==> src/rtl/stdp_lif_net_if.sv <==
// Host-side bundle for stdp_lif_net: currents/learning/weight-write in, spikes/state/weights out.
// No handshake: every signal is sampled or presented once per core cycle.
interface stdp_lif_net_if #(
   parameter int N_PRE  = 2,
   parameter int V_BITS = 8,
   parameter int W_BITS = 4,
   parameter int IDX_W  = (N_PRE > 1) ? $clog2(N_PRE) : 1
);
   logic                      learn_en;
   logic [N_PRE*V_BITS-1:0]   cur_in;
   logic                      wt_wr;
   logic [IDX_W-1:0]          wt_idx;
   logic [W_BITS-1:0]         wt_data;
   logic [N_PRE-1:0]          pre_spike;
   logic                      post_spike;
   logic [V_BITS-1:0]         post_state;
   logic [N_PRE*W_BITS-1:0]   weights;

   modport master (
      output learn_en, cur_in, wt_wr, wt_idx, wt_data,
      input  pre_spike, post_spike, post_state, weights
   );

   modport slave (
      input  learn_en, cur_in, wt_wr, wt_idx, wt_data,
      output pre_spike, post_spike, post_state, weights
   );
endinterface

==> src/rtl/stdp_lif_net.sv <==
// N_PRE LIF neurons feeding one LIF neuron through STDP-learned weights; spikes 1 edge after current.
// No backpressure: inputs are consumed and outputs refreshed every cycle, host writes always win.
module stdp_lif_net #(
   parameter int N_PRE      = 2,
   parameter int V_BITS     = 8,
   parameter int W_BITS     = 4,
   parameter int THRESH     = 200,
   parameter int LEAK_SHIFT = 2,
   parameter int REFRAC     = 2,
   parameter int W_SHIFT    = 4,
   parameter int WINDOW     = 7,
   parameter int W_INIT     = 8,
   parameter int LTP_STEP   = 1,
   parameter int LTD_STEP   = 1
) (
   input  logic          clk,
   input  logic          rst,
   stdp_lif_net_if.slave bus
);

   localparam int IDX_W = (N_PRE > 1) ? $clog2(N_PRE) : 1;
   localparam int AGE_W = (WINDOW > 0) ? $clog2(WINDOW + 1) : 1;
   localparam int R_W   = (REFRAC > 0) ? $clog2(REFRAC + 1) : 1;
   localparam int PC_W  = ((V_BITS > W_BITS + W_SHIFT) ? V_BITS : W_BITS + W_SHIFT) + 4;
   localparam int W_MAX = (1 << W_BITS) - 1;

   typedef struct packed {
      logic [V_BITS-1:0] v;
      logic [R_W-1:0]    r;
      logic              spk;
   } nrn_t;

   nrn_t              pre_q      [N_PRE];
   nrn_t              pre_d      [N_PRE];
   nrn_t              post_q;
   nrn_t              post_d;
   logic [AGE_W-1:0]  pre_age_q  [N_PRE];
   logic [AGE_W-1:0]  pre_age_d  [N_PRE];
   logic [AGE_W-1:0]  post_age_q;
   logic [AGE_W-1:0]  post_age_d;
   logic [W_BITS-1:0] w_q        [N_PRE];
   logic [W_BITS-1:0] w_d        [N_PRE];

   logic [PC_W-1:0]   pc_sum;
   logic [V_BITS-1:0] post_cur;
   logic [N_PRE-1:0]  wr_hit;
   logic [N_PRE-1:0]  ltp;
   logic [N_PRE-1:0]  ltd;
   logic [N_PRE-1:0]        pre_spike_dat;
   logic [N_PRE*W_BITS-1:0] weights_dat;

   // The sum is one bit wider than v, so a carry out means saturate.
   function automatic nrn_t lif_step(input nrn_t cur, input logic [V_BITS-1:0] i_in);
      nrn_t          nxt;
      logic [V_BITS:0] sum;
      nxt = cur;
      sum = '0;
      if (cur.r != '0) begin
         nxt.v   = '0;
         nxt.r   = cur.r - R_W'(1);
         nxt.spk = 1'b0;
      end else begin
         sum = {1'b0, cur.v} - {1'b0, (cur.v >> LEAK_SHIFT)} + {1'b0, i_in};
         if (sum[V_BITS]) begin
            sum = {1'b0, {V_BITS{1'b1}}};
         end
         if (sum >= (V_BITS + 1)'(THRESH)) begin
            nxt.v   = '0;
            nxt.r   = R_W'(REFRAC);
            nxt.spk = 1'b1;
         end else begin
            nxt.v   = sum[V_BITS-1:0];
            nxt.r   = '0;
            nxt.spk = 1'b0;
         end
      end
      return nxt;
   endfunction

   function automatic logic [AGE_W-1:0] age_next(input logic spk, input logic [AGE_W-1:0] age);
      logic [AGE_W-1:0] nxt;
      nxt = age;
      if (spk) begin
         nxt = '0;
      end else if (age < AGE_W'(WINDOW)) begin
         nxt = age + AGE_W'(1);
      end
      return nxt;
   endfunction

   // Post current comes from the registered pre spikes of the current cycle.
   always_comb begin
      pc_sum = '0;
      for (int i = 0; i < N_PRE; i++) begin
         if (pre_q[i].spk) begin
            pc_sum = pc_sum + (PC_W'(w_q[i]) << W_SHIFT);
         end
      end
      post_cur = (pc_sum > PC_W'((1 << V_BITS) - 1)) ? {V_BITS{1'b1}} : pc_sum[V_BITS-1:0];
   end

   always_comb begin
      for (int i = 0; i < N_PRE; i++) begin
         pre_d[i]     = lif_step(pre_q[i], bus.cur_in[i*V_BITS +: V_BITS]);
         pre_age_d[i] = age_next(pre_q[i].spk, pre_age_q[i]);
      end
      post_d     = lif_step(post_q, post_cur);
      post_age_d = age_next(post_q.spk, post_age_q);
   end

   // A coincident pre/post spike lands in the LTP branch because LTD requires no post spike.
   always_comb begin
      wr_hit = '0;
      ltp    = '0;
      ltd    = '0;
      for (int i = 0; i < N_PRE; i++) begin
         wr_hit[i] = bus.wt_wr && (bus.wt_idx == IDX_W'(i));
         ltp[i]    = bus.learn_en && post_q.spk &&
                     (pre_q[i].spk || (pre_age_q[i] < AGE_W'(WINDOW)));
         ltd[i]    = bus.learn_en && !post_q.spk && pre_q[i].spk &&
                     (post_age_q < AGE_W'(WINDOW));
         w_d[i]    = w_q[i];
         if (wr_hit[i]) begin
            w_d[i] = bus.wt_data;
         end else if (ltp[i]) begin
            w_d[i] = (int'(w_q[i]) + LTP_STEP > W_MAX) ? W_BITS'(W_MAX)
                                                       : w_q[i] + W_BITS'(LTP_STEP);
         end else if (ltd[i]) begin
            w_d[i] = (int'(w_q[i]) < LTD_STEP) ? '0 : w_q[i] - W_BITS'(LTD_STEP);
         end
      end
   end

   always_ff @(posedge clk or posedge rst) begin
      if (rst) begin
         for (int i = 0; i < N_PRE; i++) begin
            pre_q[i]     <= '0;
            pre_age_q[i] <= AGE_W'(WINDOW);
            w_q[i]       <= W_BITS'(W_INIT);
         end
         post_q     <= '0;
         post_age_q <= AGE_W'(WINDOW);
      end else begin
         for (int i = 0; i < N_PRE; i++) begin
            pre_q[i]     <= pre_d[i];
            pre_age_q[i] <= pre_age_d[i];
            w_q[i]       <= w_d[i];
         end
         post_q     <= post_d;
         post_age_q <= post_age_d;
      end
   end

   always_comb begin
      pre_spike_dat = '0;
      weights_dat   = '0;
      for (int i = 0; i < N_PRE; i++) begin
         pre_spike_dat[i]                  = pre_q[i].spk;
         weights_dat[i*W_BITS +: W_BITS]   = w_q[i];
      end
   end

   assign bus.pre_spike  = pre_spike_dat;
   assign bus.post_spike = post_q.spk;
   assign bus.post_state = post_q.v;
   assign bus.weights    = weights_dat;

endmodule

==> src/flat_wrapper.sv <==
// flat-port wrapper written by rule: the top's interface ports become plain ports
module stdp_lif_net_flat 
#(
   parameter int N_PRE      = 2,
   parameter int V_BITS     = 8,
   parameter int W_BITS     = 4,
   parameter int THRESH     = 200,
   parameter int LEAK_SHIFT = 2,
   parameter int REFRAC     = 2,
   parameter int W_SHIFT    = 4,
   parameter int WINDOW     = 7,
   parameter int W_INIT     = 8,
   parameter int LTP_STEP   = 1,
   parameter int LTD_STEP   = 1
)
  (clk, rst, bus_learn_en, bus_cur_in, bus_wt_wr, bus_wt_idx, bus_wt_data, bus_pre_spike, bus_post_spike, bus_post_state, bus_weights);
  stdp_lif_net_if #(.N_PRE(N_PRE), .V_BITS(V_BITS), .W_BITS(W_BITS)) bus_i ();
  input  logic clk;
  input  logic rst;
  input wire logic [$bits(bus_i.learn_en)-1:0] bus_learn_en;
  input wire logic [$bits(bus_i.cur_in)-1:0] bus_cur_in;
  input wire logic [$bits(bus_i.wt_wr)-1:0] bus_wt_wr;
  input wire logic [$bits(bus_i.wt_idx)-1:0] bus_wt_idx;
  input wire logic [$bits(bus_i.wt_data)-1:0] bus_wt_data;
  output wire logic [$bits(bus_i.pre_spike)-1:0] bus_pre_spike;
  output wire logic [$bits(bus_i.post_spike)-1:0] bus_post_spike;
  output wire logic [$bits(bus_i.post_state)-1:0] bus_post_state;
  output wire logic [$bits(bus_i.weights)-1:0] bus_weights;
  assign bus_i.learn_en = bus_learn_en;
  assign bus_i.cur_in = bus_cur_in;
  assign bus_i.wt_wr = bus_wt_wr;
  assign bus_i.wt_idx = bus_wt_idx;
  assign bus_i.wt_data = bus_wt_data;
  assign bus_pre_spike = bus_i.pre_spike;
  assign bus_post_spike = bus_i.post_spike;
  assign bus_post_state = bus_i.post_state;
  assign bus_weights = bus_i.weights;
  stdp_lif_net #(.N_PRE(N_PRE), .V_BITS(V_BITS), .W_BITS(W_BITS), .THRESH(THRESH), .LEAK_SHIFT(LEAK_SHIFT), .REFRAC(REFRAC), .W_SHIFT(W_SHIFT), .WINDOW(WINDOW), .W_INIT(W_INIT), .LTP_STEP(LTP_STEP), .LTD_STEP(LTD_STEP)) u_core (.clk(clk), .rst(rst), .bus(bus_i));
endmodule
==> config.mk <==
export PLATFORM = sky130hd
export DESIGN_NAME = stdp_lif_net_flat
export DESIGN_NICKNAME = d
export VERILOG_FILES = /design/src/rtl/stdp_lif_net_if.sv /design/src/rtl/stdp_lif_net.sv /design/src/flat_wrapper.sv
export SDC_FILE = /design/constraint.sdc
export NUM_CORES = 1
export LEC_CHECK = 0
export CORE_UTILIZATION = 63
export CTS_BUF_LIST = sky130_fd_sc_hd__clkbuf_16
export CTS_CLUSTER_SIZE = 20
export DETAILED_ROUTE_END_ITERATION = 8
export GPL_ROUTABILITY_DRIVEN = 0
export MAX_ROUTING_LAYER = met4
export PLACE_DENSITY = 0.87
export SETUP_SLACK_MARGIN = 0.4
export SLEW_MARGIN = 20
export SYNTH_ARGS = -nofsm -noshare
export SYNTH_HDL_FRONTEND = slang
export SYNTH_SLANG_ARGS = --single-unit
==> constraint.sdc <==
create_clock -name clk -period 12.3 [get_ports clk]
set_input_delay 2.46 -clock clk [delete_from_list [all_inputs] [get_ports clk]]
set_output_delay 2.46 -clock clk [all_outputs]
set_load 0.1 [all_outputs]
==> results.yml <==
drt:
  drc_errors: 0
  vias: 3820
  avgViaCountPerCell: 5.80
  dr.pass1.iters: 5
  post_drt_wl_per_cell_um: 13.8
  routed_wl_mm: 9.09
  drt_iter0_drc: 247
  final_antenna_net_count: 0
logic_synthesis:
  yosysSeqAreaShare: 0.280
  synth_area_per_cell_um2: 8.40
  synth_ff_type: "dfrtp_1"
  synthTopCellsByArea: "dfrtp_1 (22%), ha_1 (12%), fa_1 (8.4%), inv_1 (8.1%), dfstp_2 (6.4%)"
  synthesis.nets: 625
  synth_commonest_cells: "inv_1 (97), ha_1 (44), dfrtp_1 (39), nand2_1 (39), nor2_1 (39)"
  synth.most_common_cell: "inv_1"
  yosys.cell_types.count: 65
  yosys.area.top_type: "dfrtp_1"
  syn_area_mm2: 0.00451
  async_flop_share: 1.00
  synth-seq-cells: 50
  yosys_warnings: 0
  syn_inst: 537
  synth_top_cell_area_share: 0.216
  synth_edf_count: 0
sta:
  finalSetupTns_ns: 0
  fmax_mhz: 190
  slew_violations: 0
  finalHoldViolations: 0
  fin_crit_ns: 5.27
  rsz0062_at_grt: "false"
  setup_viol: 0
  holdWs_ns: 0.450
  clock_skew_ns: 0.00998
  tightest_slew_ns: 0.966
  slew_headroom: 0.354
  fin_crit_sh: 0.428
clock_network:
  postCtsSetupRepairBufs: 0
  clock-sinks: 50
  clock_latency_ns: 0.30
  cts.reportedPaths.clkPinSlew_ns: 0.08
  cts_inserted_buffers: 5
  cts_tree: "built"
  root_buffer: "clkbuf_16"
  htreeDepth: 2
  cts-resized-gates: 0
  hold_buffers: 0
  clockBufferDepth: 2
floorplanning:
  die_h_um: 86.6
  die_area_mm2: 0.00751
  core_area_mm2: 0.00687
  die_x_um: 86.6
  ios: 44
  num_rows: 30
  initial_core_util: 0.657
setup_path:
  path_max_fanout: 6
  path_class: "input pin to register"
  end_kind: "register"
  required_ns: 12.48
  r2r_cells: 17
  arrival_ns: 5.45
  rr_endpoint: "u_core.bus.post_state[6]$_DFF_PP0_"
  r2r-start: "u_core.bus.pre_spike[0]$_DFF_PP0_"
  critPathLaunchType: "input pin"
  r2r_slack_ns: 7.50
global_routing:
  grt_pass1_vias: 3609
  grt_max_degree: 51
  antenna_found_initial: 0
  grt_pass1_wl_mm: 15.7
  grt_overflow_total: 0
  grt_usage: 0.270
place:
  io_buffers: 43
  dp_cells: 651
  place_hpwl_mm: 6.99
layout:
  final_layout_size_suffix_gt1_frac: 0.0568
  multi_input_area_mm2: 0.00273
  diodes: 0
  fillers: 499
  nets: 650
  area_growth_pct: 12.3
  register_area_mm2: 0.00126
  final_cells: 659
  fin_util: 0.738
min_path:
  hp-class: "register to register"
  min_to: "u_core.pre_q[1]$_DFF_PP0_"
  min_from: "u_core.pre_q[1]$_DFF_PP0_"
  hold_depth: 1
run_status:
  outcome: "finished, final reports clean"
job:
  drv_cap: 0
## kinds of logic (layout without fill, tap and decap cells)
| family | Yosys count | count (layout) | synth area share |
|---|---|---|---|
| AO/OA/AOI/OAI | 122 | 122 | 0.183 |
| XOR/XNOR | 12 | 12 | 0.0233 |
| adder cells (fa/ha/maj) | 63 | 63 | 0.206 |
| buffers and inverters | 122 | 148 | 0.114 |
| flip-flops | 50 | 50 | 0.280 |
| multiplexers | 2 | 2 | 0.00471 |
| AND/OR/NAND/NOR | 166 | 166 | 0.189 |
## metrics by stage
stage                     worst slack (ns)  instance area, µm²
final                                 7.03                5070
after global routing                  6.86                5070
after CTS                             7.05                5060
after detailed placement              6.75                4910
after global placement                6.84                4910
after floorplan                       7.35                4510
## metal layers
layer,wire length [µm],up-vias,track usage
met2,4620,120,0.454
met4,130,0,0.0818
li1,-,1864,-
met1,3990,1820,0.342
met5,0,-,-
met3,346,16,0.0314
## sequential cells by signal, summed over array words and instances, names as in the netlist
name,flops
u_core.bus.post_spike,1
u_core.bus.post_state,8
u_core.bus.pre_spike,2
u_core.bus.weights,8
u_core.post_age_q,3
u_core.post_q,2
u_core.pre_age_q,6
u_core.pre_q,20
## layout make-up
class	instances	area share
Multi-Input combinational cell	365	0.540
Sequential cell	50	0.250
Timing Repair Buffer	43	0.0850
Inverter	97	0.0721
Clock buffer	5	0.0247
Tap cell	96	0.0237
Clock inverter	3	0.00519
## cells in the final DEF (no fill, tap or decap), drive strengths merged, types with 11 or more instances in the layout
cell and count:
a21oi 25, clkdlybuf4s50 43, dfrtp 39, dfstp 11, fa 19, ha 44, inv 99, nand2 39
nand3 12, nor2 39, nor2b 14, nor3 19, o21ai 32
## critical path, stage by stage
cell and delay [ns]:
clkdlybuf4s50_1 0.46, inv_1 0.06, fa_1 0.53, fa_1 0.47, nand2b_1 0.16, a21oi_1 0.35, nor4_1 0.09, nor3_1 0.38
a311o_1 0.39, nor3_1 0.09
## how the worst max path moves through the flow
| stage | start | to | slack (ns) | cells after the start |
|---|---|---|---|---|
| 5_1_grt | bus_cur_in[1] | u_core.pre_q[16]$_DFF_PP0_ | 6.86 | 10 |
| 6_report | bus_cur_in[9] | u_core.pre_q[5]$_DFF_PP0_ | 7.03 | 10 |
| 4_1_cts | bus_cur_in[1] | u_core.pre_q[18]$_DFF_PP0_ | 7.05 | 10 |
| 2_1_floorplan | bus_cur_in[4] | u_core.pre_q[16]$_DFF_PP0_ | 7.35 | 12 |
| 3_3_place_gp | bus_cur_in[1] | u_core.pre_q[21]$_DFF_PP0_ | 6.84 | 10 |
| 3_5_place_dp | bus_cur_in[1] | u_core.pre_q[19]$_DFF_PP0_ | 6.75 | 10 |
Power is not shown: default switching activity piles up to over one toggle a cycle in this logic, so the estimate is an artifact.
==> patch, RTL diff (config.mk and constraints unchanged) <==
`W_SHIFT` is set to 4 in 2 places; all go to 5.
--- a/src/rtl/stdp_lif_net.sv
+++ b/src/rtl/stdp_lif_net.sv
@@ -7,7 +7,7 @@
    parameter int THRESH     = 200,
    parameter int LEAK_SHIFT = 2,
    parameter int REFRAC     = 2,
-   parameter int W_SHIFT    = 4,
+   parameter int W_SHIFT    = 5,
    parameter int WINDOW     = 7,
    parameter int W_INIT     = 8,
    parameter int LTP_STEP   = 1,
--- a/src/flat_wrapper.sv
+++ b/src/flat_wrapper.sv
@@ -7,7 +7,7 @@
    parameter int THRESH     = 200,
    parameter int LEAK_SHIFT = 2,
    parameter int REFRAC     = 2,
-   parameter int W_SHIFT    = 4,
+   parameter int W_SHIFT    = 5,
    parameter int WINDOW     = 7,
    parameter int W_INIT     = 8,
    parameter int LTP_STEP   = 1,
Function: changed (Yosys sat finds a counterexample within 4 cycles, from zero or initial values and one cycle with rst high).
==> patch against the unedited design <==
Critical path depth stayed put. Sequential cell count is the same. Worst setup slack gained 0.099 ns. Hold slack lost 0.0038 ns. Synthesized cell count shrank 3.4%. Cell area fell by 0.99%. Cell count fell by 2.0%. Critical path type unchanged. Die area shrank 1.8%. Routed wire length is 0.55% higher. Synthesized area decreased by 1.9%.
Power is left out: the tool's default activity adds up to more than one toggle a clock period on the data nets, which glitch-free logic cannot reach.
==> patch: results (changes against the unedited design) <==
| Metric | Value |
|---|---|
| Biggest register | u_core.pre_q |
| Number of global-route vias before repair | 3,610 (+0.028%) |
| Detailed Place HPWL | 6840 µm (-2.2%) |
| Num CTS Buffers | 5 (unchanged) |
| Setup Skew | 0.00625 ns (-0.00373 ns) |
| Netlist cell types | 59 (-9.2%) |
| Post-synth ARST share | 100% (unchanged) |
| Metal2 WL | 4700 µm (+1.8%) |
| H-tree levels | 2 (unchanged) |
| Max stage delay cell, worst path | fa_1 |
| Largest net degree at the start of global routing | 51 (unchanged) |
| Critical Path AT | 5.38 ns (-0.07 ns) |
| Worst r2r dst | u_core.bus.post_state[6]$_DFF_PP0_ |
| Synthesized net count | 607 (-2.9%) |
| Highest metal used | met4 |
| First-pass GRT wire length | 15,600 µm (-0.26%) |
| Gates resized, CTS repair | 0 (unchanged) |
| Wire length on met3 | 356 µm (+2.9%) |
| Drt pass-1 iters | 5 (unchanged) |
| Yosys warns | 0 (unchanged) |
| Flop-to-flop setup slack | 7.20 ns (-0.30 ns) |
| Commonest cells post-synth | inv_1, nor2_1, ha_1, dfrtp_1, nand2_1 |
| Crit-path leading delay family | compound AO/OA/AOI/OAI gates |
| Ant. Diodes | 0 (unchanged) |
| Critical Path Fanout Max | 6 (unchanged) |
| Hold WC Path Type | register to register |
| Worst-case clock buffer depth | 2 (unchanged) |
| WL final | 9140 µm (+0.55%) |
| Clock Latency Late Sink | about 0.29 ns |
| Postcts setup bufs | 0 (unchanged) |
| Gr usage total | 27.4% (+0.47 points) |
| DR vias/cell | 5.67 (-2.3%) |
| Layout cells sized above 1 | 6.73% (+1.0 points) |
| Hold path cells | 1 (unchanged) |
| Worst r2r src | u_core.bus.pre_spike[0]$_DFF_PP0_ |
| Hold Path Origin | u_core.pre_q[12]$_DFF_PP0_ |
| Reg clk slew, reported paths | 0.06 ns (-0.02 ns) |
| R2R depth | 17 (unchanged) |
| Worst path max stage delay | 0.53 ns (about the same) |
| Seq/Total Area, Yosys | 28.6% (+0.54 points) |
| Fill cell total of the finished layout | 502 (+0.60%) |
| Initial antenna violation count | 0 (unchanged) |
| DRT iter0 DRCs | 141 (-43%) |
| Status | finished, final reports clean |
| Root buf cell | clkbuf_16 |
| Max-slew headroom | 28.4% (-7.0 points) |
| Layout Nets | 637 (-2.0%) |
| Hold Path Sink | u_core.pre_q[12]$_DFF_PP0_ |
| Max reg flops | 20 (unchanged) |
| WL met1 | 3890 µm (-2.6%) |
| Dominant cells by area after synthesis | dfrtp_1, ha_1, fa_1 |
| # port buffers | 43 (unchanged) |
-- patch: cell types whose count changed after synthesis, sizes merged, moves of 3 or more --
cell / delta
nor2: +14
o21ai: -9
nand2: -8
a21o: -7
clkbuf: -4
nor4: -4
o311ai: +4
or4: +4
a21boi: +3
a21oi: +3
and2b: +3
and3: -3
or2: +3
xor2: +3
-- patch: cells by family (layout without fill, tap and decap cells) --
kind of cell	after synthesis	after routing	synth area share (%)
AOI/OAI and AO/OA	109	109	17.4
xor gates and xnor gates	15	15	3.14
adders and majority gates	63	63	21.0
buffers and inverters	118	149	11.2
DFF	50	50	28.6
muxes	2	2	0.452
and+or+nand+nor	162	162	18.2
-- patch: cell type report --
type                       count  area [µm²]  area share (%)
clock buffer                   5         125            2.49
inverter                      98         369            7.36
tap                           96         120            2.39
sequential                    50        1260            25.2
timing repair buffer          43         430            8.58
clock inverter                 3        41.3           0.823
multi-input combinational    351        2670            53.1
-- patch: per-stage QoR --
| stage | hold slack [ns] | util, % | instance area, µm² | worst slack, ns | instances |
|---|---|---|---|---|---|
| 2_1_floorplan | 0.417 | - | 4430 | 7.49 | 519 |
| 3_3_place_gp | 0.432 | 71.4 | 4850 | 6.92 | 638 |
| 3_5_place_dp | 0.442 | 71.4 | 4850 | 6.84 | 638 |
| 4_1_cts | 0.453 | 73.8 | 5010 | 7.13 | 646 |
| 5_1_grt | 0.475 | 73.8 | 5020 | 6.95 | 646 |
| 6_report | 0.446 | 73.8 | 5020 | 7.13 | 646 |
-- patch: metal layers --
| layer | GRT usage [%] | vias to the layer above |
|---|---|---|
| li1 | - | 1787 |
| met1 | 32.0 | 1723 |
| met5 | - | - |
| met2 | 48.2 | 125 |
| met3 | 4.14 | 25 |
| met4 | 9.70 | 0 |
-- patch: worst max path at each step --
stage	start	end	slack [ns]
after floorplan	bus_cur_in[9]	u_core.pre_q[5]$_DFF_PP0_	7.49
after global placement	bus_cur_in[9]	u_core.pre_q[5]$_DFF_PP0_	6.92
after detailed placement	bus_cur_in[1]	u_core.pre_q[16]$_DFF_PP0_	6.84
after CTS	bus_cur_in[1]	u_core.pre_q[16]$_DFF_PP0_	7.13
after global routing	u_core.bus.pre_spike[0]$_DFF_PP0_	u_core.bus.post_state[6]$_DFF_PP0_	6.95
final	bus_cur_in[1]	u_core.pre_q[16]$_DFF_PP0_	7.13
